===== config.mk =====
export PLATFORM = sky130hd
export DESIGN_NAME = dm_access_unit
export DESIGN_NICKNAME = d
export VERILOG_FILES = /design/src/rtl/dm_pkg.sv /design/src/rtl/dm_lane_merge.sv /design/src/rtl/dm_access_unit.sv
export SDC_FILE = /design/constraint.sdc
export NUM_CORES = 1
export LEC_CHECK = 0
export CORE_MARGIN = 4
export CORE_UTILIZATION = 30
export CTS_CLUSTER_DIAMETER = 50
export DETAILED_ROUTE_END_ITERATION = 7
export PLACE_DENSITY = 0.66
export SLEW_MARGIN = 20
export SYNTH_ARGS = -nofsm -noshare
export SYNTH_HDL_FRONTEND = slang
export SYNTH_SLANG_ARGS = --single-unit

===== constraint.sdc =====
create_clock -name clk_i -period 3.6 [get_ports clk_i]
set_input_delay 0.9 -clock clk_i [delete_from_list [all_inputs] [get_ports clk_i]]
set_output_delay 0.9 -clock clk_i [all_outputs]
set_load 0.01 [all_outputs]

===== src/rtl/dm_pkg.sv =====
// Shared constants for the data-memory access unit: memory size, size encodings, FSM states
// and the request alignment check.
package dm_pkg;

   localparam int unsigned DATA_MEM_SIZE = 128;

   localparam logic [1:0] SZ_BYTE = 2'b00;
   localparam logic [1:0] SZ_HALF = 2'b01;
   localparam logic [1:0] SZ_WORD = 2'b10;
   localparam logic [1:0] SZ_ILL  = 2'b11;

   localparam logic [1:0] IDLE  = 2'd0;
   localparam logic [1:0] READ  = 2'd1;
   localparam logic [1:0] WRITE = 2'd2;
   localparam logic [1:0] RESP  = 2'd3;

   // High for an illegal size or an address not aligned to the access size.
   function automatic logic size_addr_err(input logic [1:0] size, input logic [1:0] addr_lo);
      logic err;
      err = 1'b0;
      case (size)
         SZ_BYTE: err = 1'b0;
         SZ_HALF: err = addr_lo[0];
         SZ_WORD: err = (addr_lo != 2'b00);
         default: err = 1'b1;
      endcase
      return err;
   endfunction

endpackage


===== src/rtl/dm_lane_merge.sv =====
// Combinational byte-lane logic: big-endian store merge for read-modify-write and load
// extraction with sign/zero extension.
module dm_lane_merge
   import dm_pkg::*;
(
   input  logic [1:0]  size_i,
   input  logic        unsigned_i,
   input  logic [31:0] rd_i,
   input  logic [31:0] wdata_i,
   output logic [31:0] st_word_o,
   output logic [31:0] ld_data_o
);

   logic sign_b;
   logic sign_h;

   assign sign_b = ~unsigned_i & rd_i[31];
   assign sign_h = ~unsigned_i & rd_i[31];

   // The addressed byte sits in the most significant lane of the read word.
   always_comb begin
      st_word_o = wdata_i;
      ld_data_o = rd_i;
      case (size_i)
         SZ_BYTE: begin
            st_word_o = {wdata_i[7:0], rd_i[23:0]};
            ld_data_o = {{24{sign_b}}, rd_i[31:24]};
         end
         SZ_HALF: begin
            st_word_o = {wdata_i[15:0], rd_i[15:0]};
            ld_data_o = {{16{sign_h}}, rd_i[31:16]};
         end
         default: begin
            st_word_o = wdata_i;
            ld_data_o = rd_i;
         end
      endcase
   end

endmodule


===== src/rtl/dm_access_unit.sv =====
// Data-memory initiator: byte/half/word loads and stores, sub-word stores as read-modify-write.
// Optional DM_ACCESS_BOUNDS_EN flags addresses >= MEM_SIZE as errors instead of aliasing them.
module dm_access_unit
   import dm_pkg::*;
#(
   parameter int unsigned MEM_SIZE = DATA_MEM_SIZE
) (
   input  logic        clk_i,
   input  logic        rst_ni,
   input  logic        req_valid_i,
   output logic        req_ready_o,
   input  logic        req_we_i,
   input  logic [1:0]  req_size_i,
   input  logic        req_unsigned_i,
   input  logic [31:0] req_addr_i,
   input  logic [31:0] req_wdata_i,
   output logic        resp_valid_o,
   output logic [31:0] resp_rdata_o,
   output logic        resp_err_o,
   output logic [31:0] mem_addr_o,
   output logic [31:0] mem_w_data_o,
   output logic        mem_w_o,
   output logic        mem_r_o,
   input  logic [31:0] mem_r_data_i
);

   logic [1:0]  state_q, state_d;
   logic [31:0] addr_q, addr_d;
   logic [31:0] wdata_q, wdata_d;
   logic [31:0] wword_q, wword_d;
   logic [31:0] rdata_q, rdata_d;
   logic [1:0]  size_q, size_d;
   logic        we_q, we_d;
   logic        uns_q, uns_d;
   logic        err_q, err_d;

   logic        req_err;
   logic        oob;
   logic [31:0] st_word;
   logic [31:0] ld_data;

`ifdef DM_ACCESS_BOUNDS_EN
   assign oob = (req_addr_i >= 32'(MEM_SIZE));
`else
   assign oob = 1'b0;
`endif

   assign req_err = size_addr_err(req_size_i, req_addr_i[1:0]) | oob;

   dm_lane_merge u_lane_merge (
      .size_i     (size_q),
      .unsigned_i (uns_q),
      .rd_i       (mem_r_data_i),
      .wdata_i    (wdata_q),
      .st_word_o  (st_word),
      .ld_data_o  (ld_data)
   );

   always_comb begin
      state_d = state_q;
      addr_d  = addr_q;
      wdata_d = wdata_q;
      wword_d = wword_q;
      rdata_d = rdata_q;
      size_d  = size_q;
      we_d    = we_q;
      uns_d   = uns_q;
      err_d   = err_q;
      case (state_q)
         IDLE: begin
            if (req_valid_i) begin
               addr_d  = req_addr_i;
               wdata_d = req_wdata_i;
               size_d  = req_size_i;
               we_d    = req_we_i;
               uns_d   = req_unsigned_i;
               err_d   = req_err;
               rdata_d = 32'h0;
               if (req_err) begin
                  state_d = RESP;
               end else if (!req_we_i || (req_size_i != SZ_WORD)) begin
                  state_d = READ;
               end else begin
                  wword_d = req_wdata_i;
                  state_d = WRITE;
               end
            end
         end
         READ: begin
            // Memory read is combinational; capture at the edge that ends this cycle.
            if (we_q) begin
               wword_d = st_word;
               state_d = WRITE;
            end else begin
               rdata_d = ld_data;
               state_d = RESP;
            end
         end
         WRITE: begin
            state_d = RESP;
         end
         RESP: begin
            rdata_d = 32'h0;
            state_d = IDLE;
         end
         default: begin
            state_d = IDLE;
         end
      endcase
   end

   always_ff @(posedge clk_i or negedge rst_ni) begin
      if (!rst_ni) begin
         state_q <= IDLE;
         addr_q  <= 32'h0;
         wdata_q <= 32'h0;
         wword_q <= 32'h0;
         rdata_q <= 32'h0;
         size_q  <= SZ_BYTE;
         we_q    <= 1'b0;
         uns_q   <= 1'b0;
         err_q   <= 1'b0;
      end else begin
         state_q <= state_d;
         addr_q  <= addr_d;
         wdata_q <= wdata_d;
         wword_q <= wword_d;
         rdata_q <= rdata_d;
         size_q  <= size_d;
         we_q    <= we_d;
         uns_q   <= uns_d;
         err_q   <= err_d;
      end
   end

   assign req_ready_o  = (state_q == IDLE);
   assign resp_valid_o = (state_q == RESP);
   assign resp_err_o   = (state_q == RESP) & err_q;
   assign resp_rdata_o = rdata_q;
   assign mem_addr_o   = addr_q;
   assign mem_w_data_o = wword_q;
   assign mem_r_o      = (state_q == READ);
   assign mem_w_o      = (state_q == WRITE);

endmodule


# After elaboration in Yosys (flattened, before gate mapping)
# Cells that the tools add are included.
dict set report totals {
  output_inout_bits 101
  wordCells 51
  reg_bits 135
  inputBits 103
}
dict set report classes {
  reduce_logical 11
  n_mux 16
  eq_ne 12
  bitwise 3
}
# operator count
set op_table {}
lappend op_table {{$mux 32} 6}
lappend op_table {{$pmux 32 s2} 3}
lappend op_table {{$pmux 32 s3} 1}
lappend op_table {{$ne 2x2->1 const B} 5}
lappend op_table {{$pmux 2 s4} 1}
lappend op_table {{$eq 2x1->1 const B} 3}
lappend op_table {{$eq 2x2->1 const B} 3}
lappend op_table {{$logic_not 2->1} 3}
lappend op_table {{$mux 2} 3}
lappend op_table {{$reduce_and 5->1} 1}
lappend op_table {{$reduce_bool 2->1} 2}
lappend op_table {{$pmux 1 s3} 1}
lappend op_table {{$reduce_and 3->1} 1}
lappend op_table {{$reduce_bool 3->1} 1}
lappend op_table {{$and 1x1->1} 2}
lappend op_table {{$ne 2x1->1 const B} 1}
lappend op_table {{$reduce_and 2->1} 1}
lappend op_table {{$logic_not 1->1} 1}
lappend op_table {{$logic_or 1x1->1} 1}
lappend op_table {{$mux 1} 1}
lappend op_table {{$not 1->1} 1}

# Depth between registers and ports, before layout
# Gate-level depths: netlist of run 1.
dict set report logic_depth {
  word_depth 6
  ltp_mapped 8
  mapped_depth_nobuf 5
}

# Hierarchy
# Synthesis of run 1 repeated with hierarchy kept, for this count alone.
dict set report hier_totals {
  hier_cells 596
  area_unflattened_um2 6522.5
}
# mod cells_per_inst n_inst area_per_inst_um2
set by_module_without_submodules {}
lappend by_module_without_submodules {dm_access_unit 455 1 5545.3}
lappend by_module_without_submodules {dm_lane_merge 141 1 977.2}

# Worst setup path after synthesis of run 1
# No wires, ideal clock.
dict set report synth_timing {
  path_kind {input to register}
  start {in req_size_i[0]}
  end {reg wword_q[12], in the netlist mem_w_data_o[12]}
  cell_stages 4
  t_required_ns 3.472
  arrival_ns 2.161
  n_path_buf 1
  slack_ns 1.311
  cell_sequence {nand4b_1 > a2111oi_4 > buf_4 > mux2_1}
}
dict set report synth_between {
  elab_chain_len 4
  elab_cells_between_ends 9
  classes_between {eq/ne (5); mux (1); reduce/logical (3)}
}
# item line
set synth_lines {}
lappend synth_lines {{start, declared} dm_access_unit.sv:13} ;# input logic [1:0] req_size_i,
lappend synth_lines {{$eq 2x2->1 (tied with other cells)} dm_pkg.sv:21} ;# case (size)
lappend synth_lines {{$pmux 1 s3 or $logic_or 1x1->1 (tied branches)} {dm_pkg.sv:21, dm_access_unit.sv:81}}
lappend synth_lines {{$ne 2x2->1 (no line)} n/a}
lappend synth_lines {{$reduce_and 5->1 (no line) (*)} n/a}
lappend synth_lines {{end signal, assigned} dm_access_unit.sv:127} ;# wword_q <= wword_d;
lappend synth_lines {{end, declared} dm_access_unit.sv:30} ;# logic [31:0] wword_q, wword_d;
# Mark *: on every way between the ends. The rest lies on a longest branch, timed or not.
# A chain may end at the register's enable or synchronous reset.

# Final worst setup path of run 1
dict set report layout_timing {
  start {reg state_q[1]}
  end {out req_ready_o}
}
dict set report layout_between {
  elab_chain_len 1
}
# item line
set layout_lines {}
lappend layout_lines {{start, declared} dm_access_unit.sv:27} ;# logic [1:0] state_q, state_d;
lappend layout_lines {{start signal, assigned} dm_access_unit.sv:124} ;# state_q <= state_d;
lappend layout_lines {{$logic_not 2->1} dm_access_unit.sv:136} ;# assign req_ready_o = (state_q == IDLE);
lappend layout_lines {{end, declared} dm_access_unit.sv:11} ;# output logic req_ready_o,
# Every way passes these cells.

==> flow_metrics.env, run 1 <==
export IMPL_worstPathMaxFanout=9
export IMPL_yosys_area_top_type="dfrtp_1"
export IMPL_worstReg2RegStart="state_q[1]"
export IMPL_powerDensity_mw_per_mm2=915
export IMPL_synth_xor_area_share_pct=0
export IMPL_multi_input_area_sq_mm=0.00263
export IMPL_rsz0062_at_grt="no"
export IMPL_drt_pre_antenna_iters=8
export IMPL_post_cts_buffers=0
export IMPL_die_w_um=152
export IMPL_vias_per_cell=4.79
export IMPL_ys_seq_area_share_pct=54.1
export IMPL_slew_limit_headroom_pct=25.5
export IMPL_fp_coreArea_sq_mm=0.0204
export IMPL_synth_cell_types=34
export IMPL_seq_area_sq_mm=0.00338
export IMPL_min_from="resp_rdata_o[20]"
export IMPL_gp_congestion=0.790
export IMPL_drt_iter0_markers=278
export IMPL_initial_utilization_pct=30.6
export IMPL_area_growth_pct=46.4
export IMPL_grt_max_degree=83
export IMPL_p_leak_uw=0.00385
export IMPL_grt_use_total_pct=16.9
export IMPL_cts_hold_buf=0
export IMPL_cts_max_path_buffers=2
export IMPL_r2r_cells=7
export IMPL_max_clock_freq_mhz=347
export IMPL_hold_path_end="resp_rdata_o[20]"
export IMPL_dpl_cell_count=950
export IMPL_ys_top_cells_by_area="dfrtp_1 (54%), mux2_2 (16%), mux2i_1 (6.4%)"
export IMPL_ys_async_sr_fraction_pct=100
export IMPL_synth_avg_cell_area_sq_um=12.4
export IMPL_hold_viol=0
export IMPL_hold_path_depth=1
export IMPL_endpoint_kind="output pin"
export IMPL_gr_total_overflow=0
export IMPL_post_cts_resize_count=0
export IMPL_grt_pass1_wl_um=30500
export IMPL_fin_crit_ps=2880
export IMPL_postRouteAntennaNets=0
export IMPL_hpwl_um=14200
export IMPL_maxSlewViolCount=0
export IMPL_cts_tree="done"
export IMPL_grt_pass1_vias=5088
export IMPL_status="finished, violations left"
export IMPL_ys_flop_type="dfrtp_1"
export IMPL_clk_latency_ps=410
export IMPL_yosysMostFrequentCell="dfrtp_1"
export IMPL_r2r_end="mem_w_data_o[16]"
export IMPL_start_kind="flip-flop"
export IMPL_synth_area_sq_mm=0.00624
export IMPL_max_cap_violations=0
export IMPL_routed_wirelength_um=19500
export IMPL_h_tree_depth=4
export IMPL_startpoint="state_q[1]"
export IMPL_crit_arrival_ps=1980
export IMPL_grt_antenna_before_repair=1
export IMPL_path_clk_slew_ps=60
export IMPL_ys_warn_count=0
export IMPL_port_buffer_count=203
export IMPL_setup_viol=0
export IMPL_tightest_slew_ps=1120
export IMPL_crit_required_ps=2700
export IMPL_drc=5
export IMPL_clock_sinks=135
export IMPL_wl_per_cell_um=19.8
export IMPL_vias=4710
export IMPL_vdd_drop_max_mv=0.361
export IMPL_synthCells=503
export IMPL_final_nets=806
export IMPL_min_path_type="reg -> reg"
export IMPL_cts_root_buffer="clkbuf_16"
export IMPL_io_pins=204
export IMPL_synth_top_family_by_area="multiplexers"
export IMPL_synth_fp_nets=610
export IMPL_n_fill_cell=1909
export IMPL_cts_buffers_inserted=17
export IMPL_layout_cells_non_filler=983
export IMPL_timing_final_crit_share_pct=80.0
export IMPL_synth_compound_area_share_pct=10.9
export IMPL_synth_edff_count=0
export IMPL_rows=52
export IMPL_die_h_um=152
export IMPL_rrSetupSlack_ps=1180
export IMPL_violations="design-rule violations"
export IMPL_fin_worst_skew_ps=7.25
export IMPL_synthMuxAreaShare_pct=24.6
export IMPL_dieArea_sq_mm=0.0232
export IMPL_synth_top_cells_by_count="dfrtp_1 (135), mux2_2 (87), mux2i_1 (40)"
export IMPL_finalSetupTns_ps=0
export IMPL_synth_top_area_share_pct=54.1
export IMPL_ys_ff_latch=135
export IMPL_synth_simple_area_share_pct=5.55
export IMPL_path_class="reg -> out"
export IMPL_layout_drive_gt1_share_pct=19.1
export IMPL_synthAdderAreaFrac_pct=0.802
-- registers in the layout, summed over array words and instances (netlist names) --
signal        count
uns_q             1
err_q             1
resp_rdata_o     32
mem_addr_o       32
mem_w_data_o     32
state_q           2
wdata_q          32
we_q              1
size_q            2
-- area by class of cell --
cell class                      instances  share of cell area [%]
Multi-Input combinational cell        308                    28.8
Inverter                               22                   0.904
Antenna cell                            1                  0.0274
Clock inverter                          7                   0.465
Sequential cell                       135                    37.0
Clock buffer                           25                    5.64
Tap cell                              270                    3.70
Timing Repair Buffer                  215                    23.5
-- power breakdown --
part	switching (uW)	internal, uW
Combinational	1760	2180
Sequential	560	2230
Clock	647	986
Total	2960	5400
-- worst max-delay path by stage --
| stage | to | slack (ps) | depth (start not counted) |
|---|---|---|---|
| final | req_ready_o | 720 | 3 |
| after CTS | req_ready_o | 690 | 3 |
| after detailed placement | mem_w_data_o[16] | 500 | 6 |
| after floorplan | mem_w_data_o[12] | 1310 | 4 |
| after global placement | mem_w_data_o[31] | 550 | 6 |
| after global routing | req_ready_o | 610 | 3 |
-- critical path, cell delays in order (launching register included) --
cell	delay, ps
dfrtp_1	410
inv_1	100
ha_1	440
clkdlybuf4s50_1	630
-- layout by cell type (no fill, tap or decap), types with 6 or more instances in the layout --
master | synthesis | final
o2bb2ai_1 | 15 | 15
mux2_1 | 14 | 14
o21ai_0 | 10 | 10
nand2_1 | 19 | 18
mux2i_1 | 40 | 40
nand3_1 | 7 | 7
a32o_1 | 7 | 7
a22o_1 | 9 | 9
clkbuf_8 | 0 | 6
nand2b_1 | 8 | 8
nor2_1 | 33 | 33
a222oi_1 | 16 | 16
clkbuf_16 | 0 | 17
clkdlybuf4s50_1 | 0 | 202
buf_4 | 3 | 10
inv_1 | 22 | 22
a21oi_1 | 18 | 18
mux2_2 | 87 | 87
dfrtp_1 | 135 | 134
-- metrics by stage --
stage	hold slack, ps	util, %	setup WS (ps)	power [uW]	instance area (sq um)
finish	483	44.9	718	8360	9140
global route	501	44.9	613	8940	9140
CTS	491	44.9	689	8490	9140
detailed placement	472	42.1	500	6790	8580
global placement	462	42.1	546	6720	8580
floorplan	442	-	1310	4980	6240
-- cell families (layout without fill, tap and decap cells) --
group                      Yosys count  count (layout)
AOI/OAI and AO/OA                   86              86
buffers and inverters               60             269
adders and majority gates            4               4
other                                0               1
and+or+nand+nor                     77              77
muxes                              141             141
DFF                                135             135
-- per-layer routing --
| layer | vias to the layer above | routed length (um) | global-route usage [%] |
|---|---|---|---|
| met3 | 13 | 1530 | 6.36 |
| met5 | - | 0 | 0 |
| met4 | 0 | 151 | 3.42 |
| met1 | 2317 | 8950 | 22.7 |
| li1 | 2221 | - | - |
| met2 | 159 | 8870 | 26.1 |
No activity file was read; power rests on OpenSTA's default activity.
==> inputs of run 2 (changes only) <==
==> constraint.sdc (replaced) <==
create_clock -name clk_i -period 2.7 [get_ports clk_i]
set_input_delay 0.675 -clock clk_i [delete_from_list [all_inputs] [get_ports clk_i]]
set_output_delay 0.675 -clock clk_i [all_outputs]
set_load 0.01 [all_outputs]
==> run 2 against run 1 <==
Net effect: the flow now finishes without violations; first-iteration DRC count decreased by 6.1%; cell area increased by 0.68%; clock power is 31% higher; die area is the same; critical path type unchanged; non-clock buffer count is 6 higher; sequential power rose by 32%; setup slack got worse by 570 ps.
==> flow_metrics.env, run 2 (same netlist as run 1, synthesis figures left out) <==
export IMPL_hold_viol=0
export IMPL_crit_path_cell_trace="inv_1, ha_1, clkdlybuf4s50_1"
export IMPL_cts_hold_buf=0
export IMPL_tightest_slew_ps=907
export IMPL_max_cap_violations=0
export IMPL_vias_per_cell=4.85
export IMPL_cts_root_buffer="clkbuf_16"
export IMPL_area_growth_pct=47.4
export IMPL_timing_final_crit_share_pct=94.5
export IMPL_n_fill_cell=1928
export IMPL_r2r_cells=6
export IMPL_h_tree_depth=4
export IMPL_clk_latency_ps=410
export IMPL_layout_cells_non_filler=986
export IMPL_antennaDiodeCount=0
export IMPL_total_power_uw=11200
export IMPL_path_clk_slew_ps=60
export IMPL_start_kind="flip-flop"
export IMPL_crit_arrival_ps=1880
export IMPL_fin_worst_skew_ps=5.04
export IMPL_worstPathMaxFanout=7
export IMPL_grt_use_total_pct=16.9
export IMPL_port_buffer_count=203
export IMPL_endpoint_kind="output pin"
export IMPL_slowest_stage="clkdlybuf4s50_1"
export IMPL_cts_buffers_inserted=17
export IMPL_cpPeakStageDelay_ps=620
export IMPL_vias=4784
export IMPL_initial_utilization_pct=30.6
export IMPL_postRouteAntennaNets=0
export IMPL_slew_limit_headroom_pct=39.5
export IMPL_grt_pass1_wl_um=30700
export IMPL_vdd_drop_max_mv=0.459
export IMPL_clock_sinks=135
export IMPL_gp_congestion=0.755
export IMPL_seq_area_sq_mm=0.00338
export IMPL_cts_max_path_buffers=2
export IMPL_grt_antenna_before_repair=1
export IMPL_powerDensity_mw_per_mm2=1220
export IMPL_fp_coreArea_sq_mm=0.0204
export IMPL_crit_required_ps=2030
export IMPL_path_class="reg -> out"
export IMPL_hpwl_um=14500
export IMPL_dpl_cell_count=956
export IMPL_fin_crit_ps=2550
export IMPL_fin_hold_ws_ps=219
export IMPL_p_leak_uw=0.00389
export IMPL_crit_cells=3
export IMPL_status="finished clean"
export IMPL_max_clock_freq_mhz=392
export IMPL_multi_input_area_sq_mm=0.00263
export IMPL_grt_pass1_vias=5151
export IMPL_drt_iter0_markers=261
export IMPL_dieArea_sq_mm=0.0232
export IMPL_cts_tree="done"
export IMPL_path_buf_inv=2
export IMPL_setup_viol=0
export IMPL_rows=52
export IMPL_maxSlewViolCount=0
export IMPL_min_path_type="in -> async"
export IMPL_rrSetupSlack_ps=490
export IMPL_grt_max_degree=53
export IMPL_rsz0062_at_grt="no"
export IMPL_routed_wirelength_um=19600
export IMPL_gr_total_overflow=0
export IMPL_die_h_um=152
export IMPL_final_common_cell="clkdlybuf4s50_1"
export IMPL_crit_family="buffers and inverters"
export IMPL_final_nets=812
export IMPL_drc=0
export IMPL_drt_pre_antenna_iters=5
export IMPL_io_pins=204
export IMPL_wl_per_cell_um=19.9
export IMPL_die_w_um=152
export IMPL_final_cell_mix="clkdlybuf4s50_1 (202), dfrtp_1 (134), mux2_2 (87)"
export IMPL_layout_drive_gt1_share_pct=19.1
export IMPL_finalSetupTns_ps=0
[run 2: stage by stage]
step	instance area [sq um]	worst slack [ps]	utilization, %
finish	9200	150	45.2
global route	9200	38.2	45.2
CTS	9200	32.9	45.2
detailed placement	8670	95.9	42.6
global placement	8670	115	42.6
floorplan	6240	635	-
[run 2: worst paths after layout]
| check | startpoint | to |
|---|---|---|
| worst max-delay path | state_q[1] | mem_r_o |
| worst max register to register | state_q[1] | mem_w_data_o[16] |
| worst min register to register | err_q | err_q |
| min in group clk_i | err_q | err_q |
| worst min-delay path | rst_ni | resp_rdata_o[27] |
| max in group asynchronous | rst_ni | wdata_q[27] |
[run 2: area by class of cell]
| class | instances | share of cell area [%] |
|---|---|---|
| Multi-Input combinational cell | 308 | 28.6 |
| Sequential cell | 135 | 36.7 |
| Clock inverter | 5 | 0.544 |
| Tap cell | 270 | 3.67 |
| Clock buffer | 25 | 5.17 |
| Inverter | 22 | 0.897 |
| Timing Repair Buffer | 221 | 24.4 |
[run 2: what timing repair did]
action,in CTS,in global routing
gates resized for setup,0,1
endpoints found under the hold margin,0,0
setup endpoints to repair,0,1
setup buffers,0,0
[run 2: metal layers]
layer | global-route usage (%) | vias to the layer above | part of all wire [%] | routed length (um)
met4 | 2.83 | 2 | 0.33 | 64
met2 | 26.7 | 144 | 47 | 9170
met1 | 23.0 | 2401 | 46 | 9060
met3 | 5.68 | 9 | 6.4 | 1260
li1 | - | 2228 | - | -
met5 | 0 | - | 0.066 | 13
[run 2: power breakdown]
group,switching [uW],internal (uW),total (uW),leakage [uW]
sequential,713,2980,3690,0.00164
clock,833,1300,2130,0.000261
combinational,2400,3000,5400,0.00198
total,3950,7270,11200,0.00389
